[src/rtl/dma_axi_wr_drain.sv]
// AXI4 write-master back end of a DMA channel. It pops the channel data FIFO one beat at a time
// and splits a (address, beat count) job into INCR bursts that never cross a 4KB boundary.
module dma_axi_wr_drain #(
    parameter int unsigned ADDR_WIDTH = 32,
    parameter int unsigned DATA_WIDTH = 32,
    parameter int unsigned LEN_WIDTH  = 16,
    parameter int unsigned MAX_BURST  = 16
) (
    input  logic                    clk,
    input  logic                    rst_n,
    input  logic                    start,
    input  logic [ADDR_WIDTH-1:0]   dst_addr,
    input  logic [LEN_WIDTH-1:0]    num_beats,
    output logic                    busy,
    output logic                    done,
    output logic                    error,
    input  logic                    fifo_empty,
    output logic                    fifo_rd_en,
    input  logic [DATA_WIDTH-1:0]   fifo_data,
    input  logic                    fifo_rd_ack,
    output logic [ADDR_WIDTH-1:0]   awaddr,
    output logic [7:0]              awlen,
    output logic [2:0]              awsize,
    output logic [1:0]              awburst,
    output logic                    awvalid,
    input  logic                    awready,
    output logic [DATA_WIDTH-1:0]   wdata,
    output logic [DATA_WIDTH/8-1:0] wstrb,
    output logic                    wlast,
    output logic                    wvalid,
    input  logic                    wready,
    input  logic [1:0]              bresp,
    input  logic                    bvalid,
    output logic                    bready
);

    localparam int unsigned BYTES = DATA_WIDTH / 8;
    localparam int unsigned SIZE  = $clog2(BYTES);

    typedef enum logic [2:0] {
        StIdle, StAw, StFetch, StWaitD, StWdata, StBresp, StFin
    } state_e;

    state_e                  state_q, state_d;
    logic [ADDR_WIDTH-1:0]   addr_q, addr_d;
    logic [LEN_WIDTH-1:0]    rem_q, rem_d;
    logic [7:0]              awlen_q, awlen_d;
    logic [8:0]              beat_q, beat_d;
    logic [DATA_WIDTH-1:0]   wdata_q, wdata_d;
    logic                    error_q, error_d;
    logic [8:0]              blen;
    logic [ADDR_WIDTH-1:0]   nxt_addr;
    logic [LEN_WIDTH-1:0]    nxt_rem;
    logic [7:0]              nxt_len;
    logic [7:0]              start_len;

    // Burst length minus one: limited by remaining beats, MAX_BURST and the next 4KB boundary.
    function automatic logic [7:0] burst_len(input logic [ADDR_WIDTH-1:0] a,
                                             input logic [LEN_WIDTH-1:0] r);
        int unsigned room;
        int unsigned n;
        room = (32'd4096 - 32'(a[11:0])) / BYTES;
        n    = 32'(r);
        if (n > MAX_BURST) n = MAX_BURST;
        if (n > room) n = room;
        return 8'(n - 32'd1);
    endfunction

    always_comb begin
        blen      = {1'b0, awlen_q} + 9'd1;
        nxt_addr  = addr_q + ADDR_WIDTH'(32'(blen) * BYTES);
        nxt_rem   = rem_q - LEN_WIDTH'(blen);
        nxt_len   = burst_len(nxt_addr, nxt_rem);
        start_len = burst_len(dst_addr, num_beats);
    end

    always_comb begin
        state_d    = state_q;
        addr_d     = addr_q;
        rem_d      = rem_q;
        awlen_d    = awlen_q;
        beat_d     = beat_q;
        wdata_d    = wdata_q;
        error_d    = error_q;
        busy       = 1'b0;
        done       = 1'b0;
        fifo_rd_en = 1'b0;
        awvalid    = 1'b0;
        wvalid     = 1'b0;
        wlast      = 1'b0;
        bready     = 1'b0;
        unique case (state_q)
            StIdle: begin
                if (start) begin
                    error_d = 1'b0;
                    if (num_beats != '0) begin
                        addr_d  = dst_addr;
                        rem_d   = num_beats;
                        awlen_d = start_len;
                        beat_d  = {1'b0, start_len} + 9'd1;
                        state_d = StAw;
                    end else begin
                        state_d = StFin;
                    end
                end
            end
            StAw: begin
                busy    = 1'b1;
                awvalid = 1'b1;
                if (awready) state_d = StFetch;
            end
            StFetch: begin
                busy = 1'b1;
                if (!fifo_empty) begin
                    fifo_rd_en = 1'b1;
                    state_d    = StWaitD;
                end
            end
            StWaitD: begin
                busy = 1'b1;
                if (fifo_rd_ack) begin
                    wdata_d = fifo_data;
                    state_d = StWdata;
                end
            end
            StWdata: begin
                busy   = 1'b1;
                wvalid = 1'b1;
                wlast  = (beat_q == 9'd1);
                if (wready) begin
                    beat_d  = beat_q - 9'd1;
                    state_d = (beat_q == 9'd1) ? StBresp : StFetch;
                end
            end
            StBresp: begin
                busy   = 1'b1;
                bready = 1'b1;
                if (bvalid) begin
                    if (bresp != 2'b00) error_d = 1'b1;
                    addr_d = nxt_addr;
                    rem_d  = nxt_rem;
                    if (nxt_rem != '0) begin
                        awlen_d = nxt_len;
                        beat_d  = {1'b0, nxt_len} + 9'd1;
                        state_d = StAw;
                    end else begin
                        state_d = StFin;
                    end
                end
            end
            StFin: begin
                done    = 1'b1;
                state_d = StIdle;
            end
            default: state_d = StIdle;
        endcase
    end

    always_ff @(posedge clk or negedge rst_n) begin
        if (!rst_n) begin
            state_q <= StIdle;
            addr_q  <= '0;
            rem_q   <= '0;
            awlen_q <= '0;
            beat_q  <= '0;
            wdata_q <= '0;
            error_q <= 1'b0;
        end else begin
            state_q <= state_d;
            addr_q  <= addr_d;
            rem_q   <= rem_d;
            awlen_q <= awlen_d;
            beat_q  <= beat_d;
            wdata_q <= wdata_d;
            error_q <= error_d;
        end
    end

    assign awaddr  = addr_q;
    assign awlen   = awlen_q;
    assign awsize  = 3'(SIZE);
    assign awburst = 2'b01;
    assign wdata   = wdata_q;
    assign wstrb   = '1;
    assign error   = error_q;

endmodule

[config.mk]
export PLATFORM = sky130hd
export DESIGN_NAME = dma_axi_wr_drain
export DESIGN_NICKNAME = d
export VERILOG_FILES = /design/src/rtl/dma_axi_wr_drain.sv
export SDC_FILE = /design/constraint.sdc
export NUM_CORES = 1
export LEC_CHECK = 0
export BUFFER_PORTS_ARGS = -buffer_cell sky130_fd_sc_hd__buf_2
export CAP_MARGIN = 20
export CELL_PAD_IN_SITES_DETAIL_PLACEMENT = 2
export CELL_PAD_IN_SITES_GLOBAL_PLACEMENT = 2
export CORE_MARGIN = 2
export CORE_UTILIZATION = 35
export CTS_BUF_LIST = sky130_fd_sc_hd__clkbuf_4
export CTS_CLUSTER_SIZE = 20
export DETAILED_ROUTE_END_ITERATION = 10
export GPL_ROUTABILITY_DRIVEN = 0
export PLACE_DENSITY = 0.95
export SYNTH_ARGS = -nofsm -noshare
export SYNTH_HDL_FRONTEND = slang
export SYNTH_SLANG_ARGS = --single-unit
export TNS_END_PERCENT = 30
[constraint.sdc]
create_clock -name clk -period 11.45 [get_ports clk]
set_clock_uncertainty 0.2 [all_clocks]
set_input_delay 2.29 -clock clk [delete_from_list [all_inputs] [get_ports clk]]
set_output_delay 2.29 -clock clk [all_outputs]
set_load 0.05 [all_outputs]
==> reports/results.tsv, run 1 <==
stage	metric	value	unit
critical_path	Worst Reg-to-Reg Cells	28	
critical_path	r2r endpoint	beat_q[7]	
outcome	result of the run	completed	
critical_path	launch instance of the worst register-to-register path	awlen[0]	
job	Max-cap violations	0	
sta	Fmax achieved	0.124	GHz
synth	count of flip-flops with a built-in enable after synthesis	0	
critical_path	CP Class	reg2reg	
global_route	first-pass GRT wire length	46000	um
critical_path	worst-path cell with the longest stage delay	sky130_fd_sc_hd__o311ai_0	
route	total wire length after detailed routing	28000	um
die	Die ar.	23200	um^2
final_layout	register area	2530	um^2
synth	post-synthesis async set-or-reset flop share	100	%
final_layout	final standard cell count with taps included and fillers excluded	1347	
min_path	Min-Delay Path Depth	1	
synth	fraction of post-synthesis cell area in the top cell type by area	32.9	%
sta	setup repair after global routing missed its margin	false	
route	drt first pass iters	4	
min_path	Worst Min Path Start	wdata[24]	
min_path	worst hold path class	reg2reg	
critical_path	endpoint type of the worst setup path	flip-flop	
route	post-route ant nets	0	
die	placeable core region	21700	um^2
clocking	clock net sink count	101	
sta	setup TNS	0	ns
die	I/O pin cnt	179	
global_route	total overflow reported by the global router	0	
clocking	number of cells upsized or downsized after cts	0	
place	buffers added on ports	169	
sta	post-layout minimum cycle time	8.05	ns
critical_path	worst path bufs/invs	2	
clocking	CTS hold repair buffers	0	
route	Via-to-Cell Ratio	5.71	
place	cell total after placement	1330	
clocking	insertion delay of the later-clocked pin in the worst-skew pair	0.53	ns
critical_path	required time at the worst-slack endpoint	11.64	ns
global_route	initial antenna violation count	1	
critical_path	CP delay by family, top	compound AO/OA/AOI/OAI gates	
critical_path	largest fanout on the critical path	6	
clocking	TritonCTS clock tree	yes	
final_layout	multi-input logic area	4850	um^2
synth	Yosys top cell by area	sky130_fd_sc_hd__dfrtp_1	
sta	Final Hold Fails	0	
sta	actual transition at the worst max-transition pin	1.06	ns
final_layout	number of fill cells	2522	
synth	most frequent cells after synthesis	sky130_fd_sc_hd__dfrtp_1 (101), sky130_fd_sc_hd__nand2_1 (93), sky130_fd_sc_hd__nor2_1 (87)	
critical_path	most frequent CP cell	sky130_fd_sc_hd__ha_1	
synth	most common cell in the synthesized netlist	sky130_fd_sc_hd__dfrtp_1	
die	DIE WIDTH	152	um
clocking	buffer depth of the longest clock path	2	
final_layout	count of nets after finishing	1198	
clocking	number of buffers created by CTS	9	
global_route	maximum number of pins on one net before global-route repair	68	
critical_path	Critical Path Max Stage Delay	0.69	ns
sta	Max transition margin	29.1	%
synth	share of the yosys chip area belonging to registers	32.9	%
die	cell row count	54	
final_layout	share of layout cells above drive strength 1	25.1	%
synth	count of synthesis-stage warnings from yosys	0	
sta	fraction of the cycle the final worst path needs	70.3	%
global_route	via count of the first global-routing pass	8473	
route	Vias	7685	
synth	flops & latches, synth	101	
route	drc violations	0	
synth	most used flip-flop cell after synthesis	sky130_fd_sc_hd__dfrtp_1	
route	detailed router's first-iteration violation count	303	
synth	synthesized area	7690	um^2
clocking	Reg clk slew, reported paths	0.19	ns
sta	Final Setup Violations	0	
route	final routed wire length divided by cell count	20.8	um
critical_path	element type at the critical path start	flip-flop	
final_layout	post-synthesis to final-layout area growth	15.9	%
min_path	hold-critical path endpoint	wdata[24]	
critical_path	register-to-register setup slack	3.40	ns
die	height of the chip	152	um
clocking	maximum level of the CTS H-tree	3	
synth	distinct cell type count after synthesis	83	
sta	Pins Over Slew Limit	0	
place	Detail Placement HPWL	21700	um
clocking	clock root buffer	sky130_fd_sc_hd__clkbuf_4	
synth	Syn Inst Count	909	
global_route	overall global routing resource usage	24.3	%
synth	top area cells in the synthesized netlist	sky130_fd_sc_hd__dfrtp_1 (33%), sky130_fd_sc_hd__ha_1 (7.3%), sky130_fd_sc_hd__mux2_2 (5.7%), sky130_fd_sc_hd__nand2_1 (4.5%), sky130_fd_sc_hd__a21oi_1 (4.5%)	
synth	average size of a mapped cell	8.46	um^2
die	initial core utilization	35.5	%
clocking	number of buffers inserted by post-CTS setup repair	0	
critical_path	Worst EP arrival	8.23	ns
## layout make-up
type / count / area share, %
inverter: 43 / 1.81
clock inverter: 7 / 0.758
multi-input combinational: 732 / 54.4
tap: 280 / 3.93
timing repair buffer: 174 / 9.94
antenna: 1 / 0.0281
sequential: 101 / 28.4
clock buffer: 9 / 0.758
## routing by layer
layer  track usage [%]  vias up  share of wire (%)
li1                  -     3566                  -
met1              30.0     3842                 41
met2              43.1      230                 51
met3              4.35       47                5.4
met4              7.83        0                2.8
met5                 0        -                  0
## how the worst max path moves through the flow
| stage | startpoint | to | slack, ns | cells past startpoint |
|---|---|---|---|---|
| 2_1_floorplan | dst_addr[0] | beat_q[7] | 4.24 | 22 |
| 3_3_place_gp | dst_addr[3] | beat_q[7] | 3.83 | 21 |
| 3_5_place_dp | dst_addr[3] | beat_q[7] | 3.43 | 21 |
| 4_1_cts | awlen[0] | beat_q[7] | 3.43 | 28 |
| 5_1_grt | awlen[0] | beat_q[7] | 2.64 | 28 |
| 6_report | awlen[0] | beat_q[7] | 3.40 | 28 |
## metrics by stage
| step | hold slack (ns) | cell area (um^2) | utilization [%] | setup WS (ns) |
|---|---|---|---|---|
| 5_1_grt | 0.355 | 8910 | 41.1 | 2.64 |
| 3_3_place_gp | 0.276 | 8780 | 40.5 | 3.83 |
| 6_report | 0.327 | 8910 | 41.1 | 3.40 |
| 3_5_place_dp | 0.298 | 8780 | 40.5 | 3.43 |
| 4_1_cts | 0.334 | 8910 | 41.1 | 3.43 |
| 2_1_floorplan | 0.256 | 7760 | - | 4.24 |
## worst reg2reg max path: cells and delay by family (launching register included)
kind	cells	cell delay (ns)
AO/OA/AOI/OAI	10	3.05
AND/OR/NAND/NOR	8	1.88
adder cells (fa/ha/maj)	4	1.26
XOR/XNOR	4	0.86
flip-flops	1	0.48
buffers and inverters	2	0.19
## cell families (layout without fill, tap and decap cells)
kind of cell	after synthesis	after routing	synth area share [%]
compound gates	261	261	22.5
flops	101	101	32.9
xor+xnor	39	39	4.73
other cells	2	22	0.0976
simple gates	322	322	20.7
mux	42	42	6.10
buf+inv	95	233	5.19
fa+ha+maj	47	47	7.84
## cells in the final DEF (no fill, tap or decap), types with 3 or more instances in the layout
cell type and instances:
sky130_fd_sc_hd__buf_2 168, sky130_fd_sc_hd__dfrtp_1 101, sky130_fd_sc_hd__nand2_1 93, sky130_fd_sc_hd__nor2_1 87, sky130_fd_sc_hd__a21oi_1 68, sky130_fd_sc_hd__o21ai_0 56
sky130_fd_sc_hd__ha_1 45, sky130_fd_sc_hd__inv_1 40, sky130_fd_sc_hd__mux2_2 39, sky130_fd_sc_hd__nand3_1 35, sky130_fd_sc_hd__xnor2_1 22, sky130_fd_sc_hd__a31oi_1 21
sky130_fd_sc_hd__conb_1 21, sky130_fd_sc_hd__and3_1 16, sky130_fd_sc_hd__nor3_1 16, sky130_fd_sc_hd__o22ai_1 15, sky130_fd_sc_hd__xor2_1 14, sky130_fd_sc_hd__nor4_1 11
sky130_fd_sc_hd__a21o_1 11, sky130_fd_sc_hd__o21a_1 10, sky130_fd_sc_hd__nand4_1 10, sky130_fd_sc_hd__and2_1 9, sky130_fd_sc_hd__o211ai_1 9, sky130_fd_sc_hd__clkbuf_4 9
sky130_fd_sc_hd__or2_2 8, sky130_fd_sc_hd__nand2b_1 8, sky130_fd_sc_hd__a22oi_1 8, sky130_fd_sc_hd__a211oi_1 6, sky130_fd_sc_hd__buf_4 6, sky130_fd_sc_hd__nor2b_1 5
sky130_fd_sc_hd__o22a_1 5, sky130_fd_sc_hd__a31o_2 5, sky130_fd_sc_hd__o31ai_1 5, sky130_fd_sc_hd__nand4b_1 4, sky130_fd_sc_hd__a21boi_0 3, sky130_fd_sc_hd__or3_1 3
sky130_fd_sc_hd__mux2i_1 3, sky130_fd_sc_hd__a2bb2oi_1 3
## flip-flops by register name (all words and copies together) (netlist names)
signal	cells
rem_q	16
state_q	3
wdata	32
beat_q	9
error	1
awlen	8
awaddr	32
Power of run 1 is left out: the tool's default activity adds up to more than one toggle a clock period on the data nets, which glitch-free logic cannot reach.
==> run 2, diff against run 1 <==
- ABC_AREA: default -> 1
- CORE_UTILIZATION: 35 -> 28
- PLACE_DENSITY: 0.95 -> 0.9
- clock period: 11.45 -> 7.25 ns (I/O delays scaled with it)
==> reports/results.tsv, run 2 <==
stage	metric	value	unit
critical_path	CP Class	reg2reg	
clocking	maximum level of the CTS H-tree	3	
synth	most common cell in the synthesized netlist	sky130_fd_sc_hd__nand2_1	
synth	Syn Inst Count	1126	
place	dpl ws	1.01	ns
clocking	insertion delay of the later-clocked pin in the worst-skew pair	0.55	ns
sta	Max transition margin	34.9	%
final_layout	number of fill cells	3425	
place	Detail Placement HPWL	26400	um
sta	post-layout minimum cycle time	6.32	ns
clocking	number of cells upsized or downsized after cts	0	
synth	largest family of logic cells by synthesized area	simple AND/OR/NAND/NOR gates	
die	height of the chip	173	um
global_route	initial antenna violation count	2	
critical_path	Worst EP arrival	6.62	ns
final_layout	commonest cells after routing, fill and taps aside	sky130_fd_sc_hd__nand2_1 (273), sky130_fd_sc_hd__buf_2 (168), sky130_fd_sc_hd__inv_1 (119), sky130_fd_sc_hd__nor2_1 (119), sky130_fd_sc_hd__dfrtp_1 (101)	
critical_path	register-to-register setup slack	0.93	ns
synth	distinct cell type count after synthesis	50	
synth	post-synthesis adder-cell area fraction	7.56	%
synth	flops & latches, synth	101	
die	I/O pin cnt	179	
global_route	overall global routing resource usage	22.4	%
critical_path	Worst Reg-to-Reg Cells	39	
outcome	result of the run	completed	
sta	Final Hold Fails	0	
place	DP Area	9250	um^2
route	drc violations	0	
route	Vias	8574	
critical_path	launch instance of the worst register-to-register path	awlen[1]	
critical_path	worst-path cell with the longest stage delay	sky130_fd_sc_hd__ha_1	
sta	Fmax achieved	0.158	GHz
die	Die ar.	29800	um^2
clocking	CTS hold repair buffers	0	
synth	post-synthesis share of cell area spent on xor and xnor gates	3.95	%
sta	setup repair after global routing missed its margin	false	
sta	setup TNS	0	ns
critical_path	Critical Path Max Stage Delay	0.49	ns
critical_path	required time at the worst-slack endpoint	7.55	ns
final_layout	most frequent standard cell in the layout excluding fill and tap cells	sky130_fd_sc_hd__nand2_1	
global_route	via count of the first global-routing pass	9587	
clocking	number of buffers created by CTS	9	
final_layout	post-synthesis to final-layout area growth	17.7	%
clocking	Reg clk slew, reported paths	0.18	ns
synth	most used flip-flop cell after synthesis	sky130_fd_sc_hd__dfrtp_1	
critical_path	endpoint type of the worst setup path	flip-flop	
clocking	number of buffers inserted by post-CTS setup repair	0	
synth	post-synthesis async set-or-reset flop share	100	%
critical_path	Critical Path Sink	beat_q[7]	
synth	mux share of post-synthesis cell area	4.77	%
synth	share of the yosys chip area belonging to registers	31.7	%
route	drt first pass iters	5	
route	total wire length after detailed routing	33000	um
synth	most frequent cells after synthesis	sky130_fd_sc_hd__nand2_1 (273), sky130_fd_sc_hd__inv_1 (120), sky130_fd_sc_hd__nor2_1 (119)	
synth	average size of a mapped cell	7.08	um^2
synth	count of synthesis-stage warnings from yosys	0	
synth	count of flip-flops with a built-in enable after synthesis	0	
clocking	clock net sink count	101	
route	final routed wire length divided by cell count	19.6	um
route	Via-to-Cell Ratio	5.10	
critical_path	most frequent CP cell	sky130_fd_sc_hd__nand2_1	
global_route	maximum number of pins on one net before global-route repair	72	
sta	Pins Over Slew Limit	0	
final_layout	count of nets after finishing	1432	
die	cell row count	61	
sta	crit path setup slack, layout	0.935	ns
critical_path	Critical Path Start	awlen[1]	
global_route	first-pass GRT wire length	53400	um
final_layout	post-route cell area	9380	um^2
clocking	TritonCTS clock tree	yes	
place	buffers added on ports	169	
synth	Synth Area in Compound Gates	13.1	%
sta	actual transition at the worst max-transition pin	0.976	ns
die	DIE WIDTH	173	um
route	post-route ant nets	0	
clocking	buffer depth of the longest clock path	2	
sta	Final Setup Violations	0	
die	placeable core region	27900	um^2
synth	synthesized area	7970	um^2
min_path	worst hold path class	reg2reg	
synth	Yosys top cell by area	sky130_fd_sc_hd__dfrtp_1	
global_route	total overflow reported by the global router	0	
clocking	clock root buffer	sky130_fd_sc_hd__clkbuf_4	
final_layout	share of layout cells above drive strength 1	22.0	%
critical_path	r2r endpoint	beat_q[7]	
die	initial core utilization	28.5	%
synth	fraction of post-synthesis cell area in the top cell type by area	31.7	%
critical_path	largest fanout on the critical path	8	
job	Max-cap violations	0	
sta	fraction of the cycle the final worst path needs	87.1	%
critical_path	element type at the critical path start	flip-flop	
synth	top area cells in the synthesized netlist	sky130_fd_sc_hd__dfrtp_1 (32%), sky130_fd_sc_hd__nand2_1 (13%), sky130_fd_sc_hd__ha_1 (7.1%), sky130_fd_sc_hd__o21ai_0 (6.1%), sky130_fd_sc_hd__inv_1 (5.6%)	
route	detailed router's first-iteration violation count	323	
synth	fraction of the mapped netlist area in simple logic gates	30.3	%
[run 2: per-stage QoR]
step / utilization [%] / std cells / hold WS [ns]
2_1_floorplan: - / 1145 / 0.259
3_3_place_gp: 33.1 / 1662 / 0.276
3_5_place_dp: 33.1 / 1662 / 0.292
4_1_cts: 33.6 / 1678 / 0.330
5_1_grt: 33.6 / 1680 / 0.346
6_report: 33.6 / 1680 / 0.324
[run 2: layer usage]
metal	wire length, um	share of wire (%)	track usage, %
met5	0	0	0
met4	1080	3.3	8.37
met3	694	2.1	1.93
met2	17400	53	41.6
met1	13800	42	26.7
[run 2: logic make-up (layout without fill, tap and decap cells)]
family,after synthesis,after routing
adders and majority gates,47,47
other,2,23
AOI/OAI and AO/OA,190,190
muxes,34,34
xor gates and xnor gates,36,36
DFF,101,101
buffers and inverters,170,325
and+or+nand+nor,546,546
[run 2: final cells by class]
| class | instances | area (um^2) | share of cell area (%) |
|---|---|---|---|
| inverter | 133 | 499 | 5.32 |
| antenna | 2 | 5.00 | 0.0533 |
| multi-input combinational | 874 | 4850 | 51.7 |
| sequential | 101 | 2530 | 26.9 |
| tap | 378 | 473 | 5.04 |
| clock buffer | 9 | 67.6 | 0.720 |
| timing repair buffer | 176 | 901 | 9.60 |
| clock inverter | 7 | 61.3 | 0.654 |
[run 2: worst min path at each step]
stage              from        to  cells after the start
2_1_floorplan  rem_q[2]  rem_q[2]                      2
3_3_place_gp   rem_q[4]  rem_q[4]                      2
3_5_place_dp   wdata[2]  wdata[2]                      1
4_1_cts        wdata[2]  wdata[2]                      1
5_1_grt        rem_q[2]  rem_q[2]                      2
6_report       wdata[1]  wdata[1]                      1
[run 2: critical path: cells and delay by family, from the launching register on]
| family | cells | cell delay [ns] |
|---|---|---|
| flip-flops | 1 | 0.47 |
| AO/OA/AOI/OAI | 2 | 0.25 |
| adder cells (fa/ha/maj) | 4 | 1.20 |
| buffers and inverters | 4 | 0.43 |
| AND/OR/NAND/NOR | 29 | 3.72 |
Power of run 2 is left out for the same reason.
==> run 3, diff against run 2 <==
- CORE_ASPECT_RATIO: default -> 0.5
==> reports/results.tsv, run 3 (synthesis gave the netlist of run 2 again) <==
stage	metric	value	unit
route	final routed wire length divided by cell count	19.3	um
sta	setup TNS	0	ns
place	dpl ws	0.994	ns
global_route	overall global routing resource usage	21.9	%
route	total wire length after detailed routing	32400	um
final_layout	final standard cell count with taps included and fillers excluded	1682	
route	post-route ant nets	0	
critical_path	element type at the critical path start	flip-flop	
sta	Fmax achieved	0.157	GHz
clocking	clock root buffer	sky130_fd_sc_hd__clkbuf_4	
route	Via-to-Cell Ratio	5.05	
sta	Final Setup Violations	0	
die	initial core utilization	28.6	%
final_layout	count of nets after finishing	1431	
final_layout	most frequent standard cell in the layout excluding fill and tap cells	sky130_fd_sc_hd__nand2_1	
critical_path	most frequent CP cell	sky130_fd_sc_hd__nand2_1	
place	buffers added on ports	169	
final_layout	post-synthesis to final-layout area growth	17.9	%
critical_path	Critical Path Max Stage Delay	0.44	ns
final_layout	number of fill cells	3410	
critical_path	launch instance of the worst register-to-register path	awlen[0]	
route	Vias	8502	
clocking	TritonCTS clock tree	yes	
critical_path	worst-path cell with the longest stage delay	sky130_fd_sc_hd__dfrtp_1	
place	Detail Placement HPWL	25900	um
die	I/O pin cnt	179	
route	detailed router's first-iteration violation count	351	
sta	setup repair after global routing missed its margin	false	
global_route	initial antenna violation count	1	
route	drc violations	0	
min_path	worst hold path class	reg2reg	
sta	post-layout minimum cycle time	6.35	ns
final_layout	register area	2530	um^2
clocking	clock net sink count	101	
clocking	maximum level of the CTS H-tree	3	
clocking	number of buffers created by CTS	9	
die	Die ar.	29900	um^2
sta	fraction of the cycle the final worst path needs	87.7	%
critical_path	endpoint type of the worst setup path	flip-flop	
place	DP Area	9250	um^2
die	height of the chip	123	um
critical_path	Worst EP arrival	6.61	ns
clocking	Reg clk slew, reported paths	0.17	ns
critical_path	Critical Path Start	awlen[0]	
final_layout	multi-input logic area	4850	um^2
clocking	CTS hold repair buffers	0	
sta	crit path setup slack, layout	0.895	ns
sta	Final Hold Fails	0	
final_layout	post-route cell area	9400	um^2
critical_path	CP Class	reg2reg	
job	Max-cap violations	0	
sta	Max transition margin	44.1	%
critical_path	largest fanout on the critical path	8	
die	placeable core region	27900	um^2
sta	Pins Over Slew Limit	0	
die	cell row count	43	
final_layout	commonest cells after routing, fill and taps aside	sky130_fd_sc_hd__nand2_1 (273), sky130_fd_sc_hd__buf_2 (168), sky130_fd_sc_hd__inv_1 (119), sky130_fd_sc_hd__nor2_1 (119), sky130_fd_sc_hd__dfrtp_1 (101)	
min_path	Worst Min Path Start	wdata[3]	
global_route	maximum number of pins on one net before global-route repair	59	
sta	actual transition at the worst max-transition pin	0.835	ns
die	DIE WIDTH	243	um
global_route	first-pass GRT wire length	51200	um
clocking	number of cells upsized or downsized after cts	0	
global_route	via count of the first global-routing pass	9373	
clocking	number of buffers inserted by post-CTS setup repair	0	
clocking	buffer depth of the longest clock path	2	
critical_path	worst path bufs/invs	4	
place	cell total after placement	1665	
critical_path	required time at the worst-slack endpoint	7.50	ns
critical_path	CP delay by family, top	simple AND/OR/NAND/NOR gates	
global_route	total overflow reported by the global router	0	
route	drt first pass iters	4	
final_layout	share of layout cells above drive strength 1	21.9	%
clocking	insertion delay of the later-clocked pin in the worst-skew pair	0.56	ns
outcome	result of the run	completed	
[run 3: through the flow]
stage	hold slack, ns	utilization [%]
final	0.326	33.7
after global routing	0.355	33.7
after CTS	0.331	33.7
after detailed placement	0.292	33.2
after global placement	0.277	33.2
after floorplan	0.259	-
[run 3: path summary, 6_finish.rpt]
check	endpoint	slack (ns)	cells past startpoint
hold reg to reg	wdata[3]	0.33	1
setup / recovery	beat_q[7]	0.90	35
setup reg to reg	beat_q[7]	0.90	35
hold / removal	wdata[3]	0.33	1
max in group asynchronous	wdata[11]	4.85	2
min in group asynchronous	beat_q[4]	0.71	1
[run 3: layer usage]
layer / vias up / global-route usage, % / wire, um
li1: 3993 / - / -
met1: 4295 / 25.2 / 13700
met2: 155 / 40.9 / 16700
met3: 59 / 3.65 / 943
met4: 0 / 9.20 / 1050
met5: - / 0 / 0
[run 3: worst register-to-register path: cells and delay by family, from the launching register on]
family / cells / cell delay (ns)
flip-flops: 1 / 0.44
AND/OR/NAND/NOR: 23 / 3.45
AO/OA/AOI/OAI: 3 / 0.57
adder cells (fa/ha/maj): 4 / 0.95
buffers and inverters: 4 / 0.37
XOR/XNOR: 1 / 0.30
[run 3: cell type report]
class	count	share of cell area [%]
multi-input combinational	874	51.6
timing repair buffer	175	9.50
tap	382	5.09
sequential	101	26.9
inverter	133	5.31
clock buffer	9	0.719
clock inverter	7	0.892
antenna	1	0.0266
Power of run 3 is left out for the same reason.
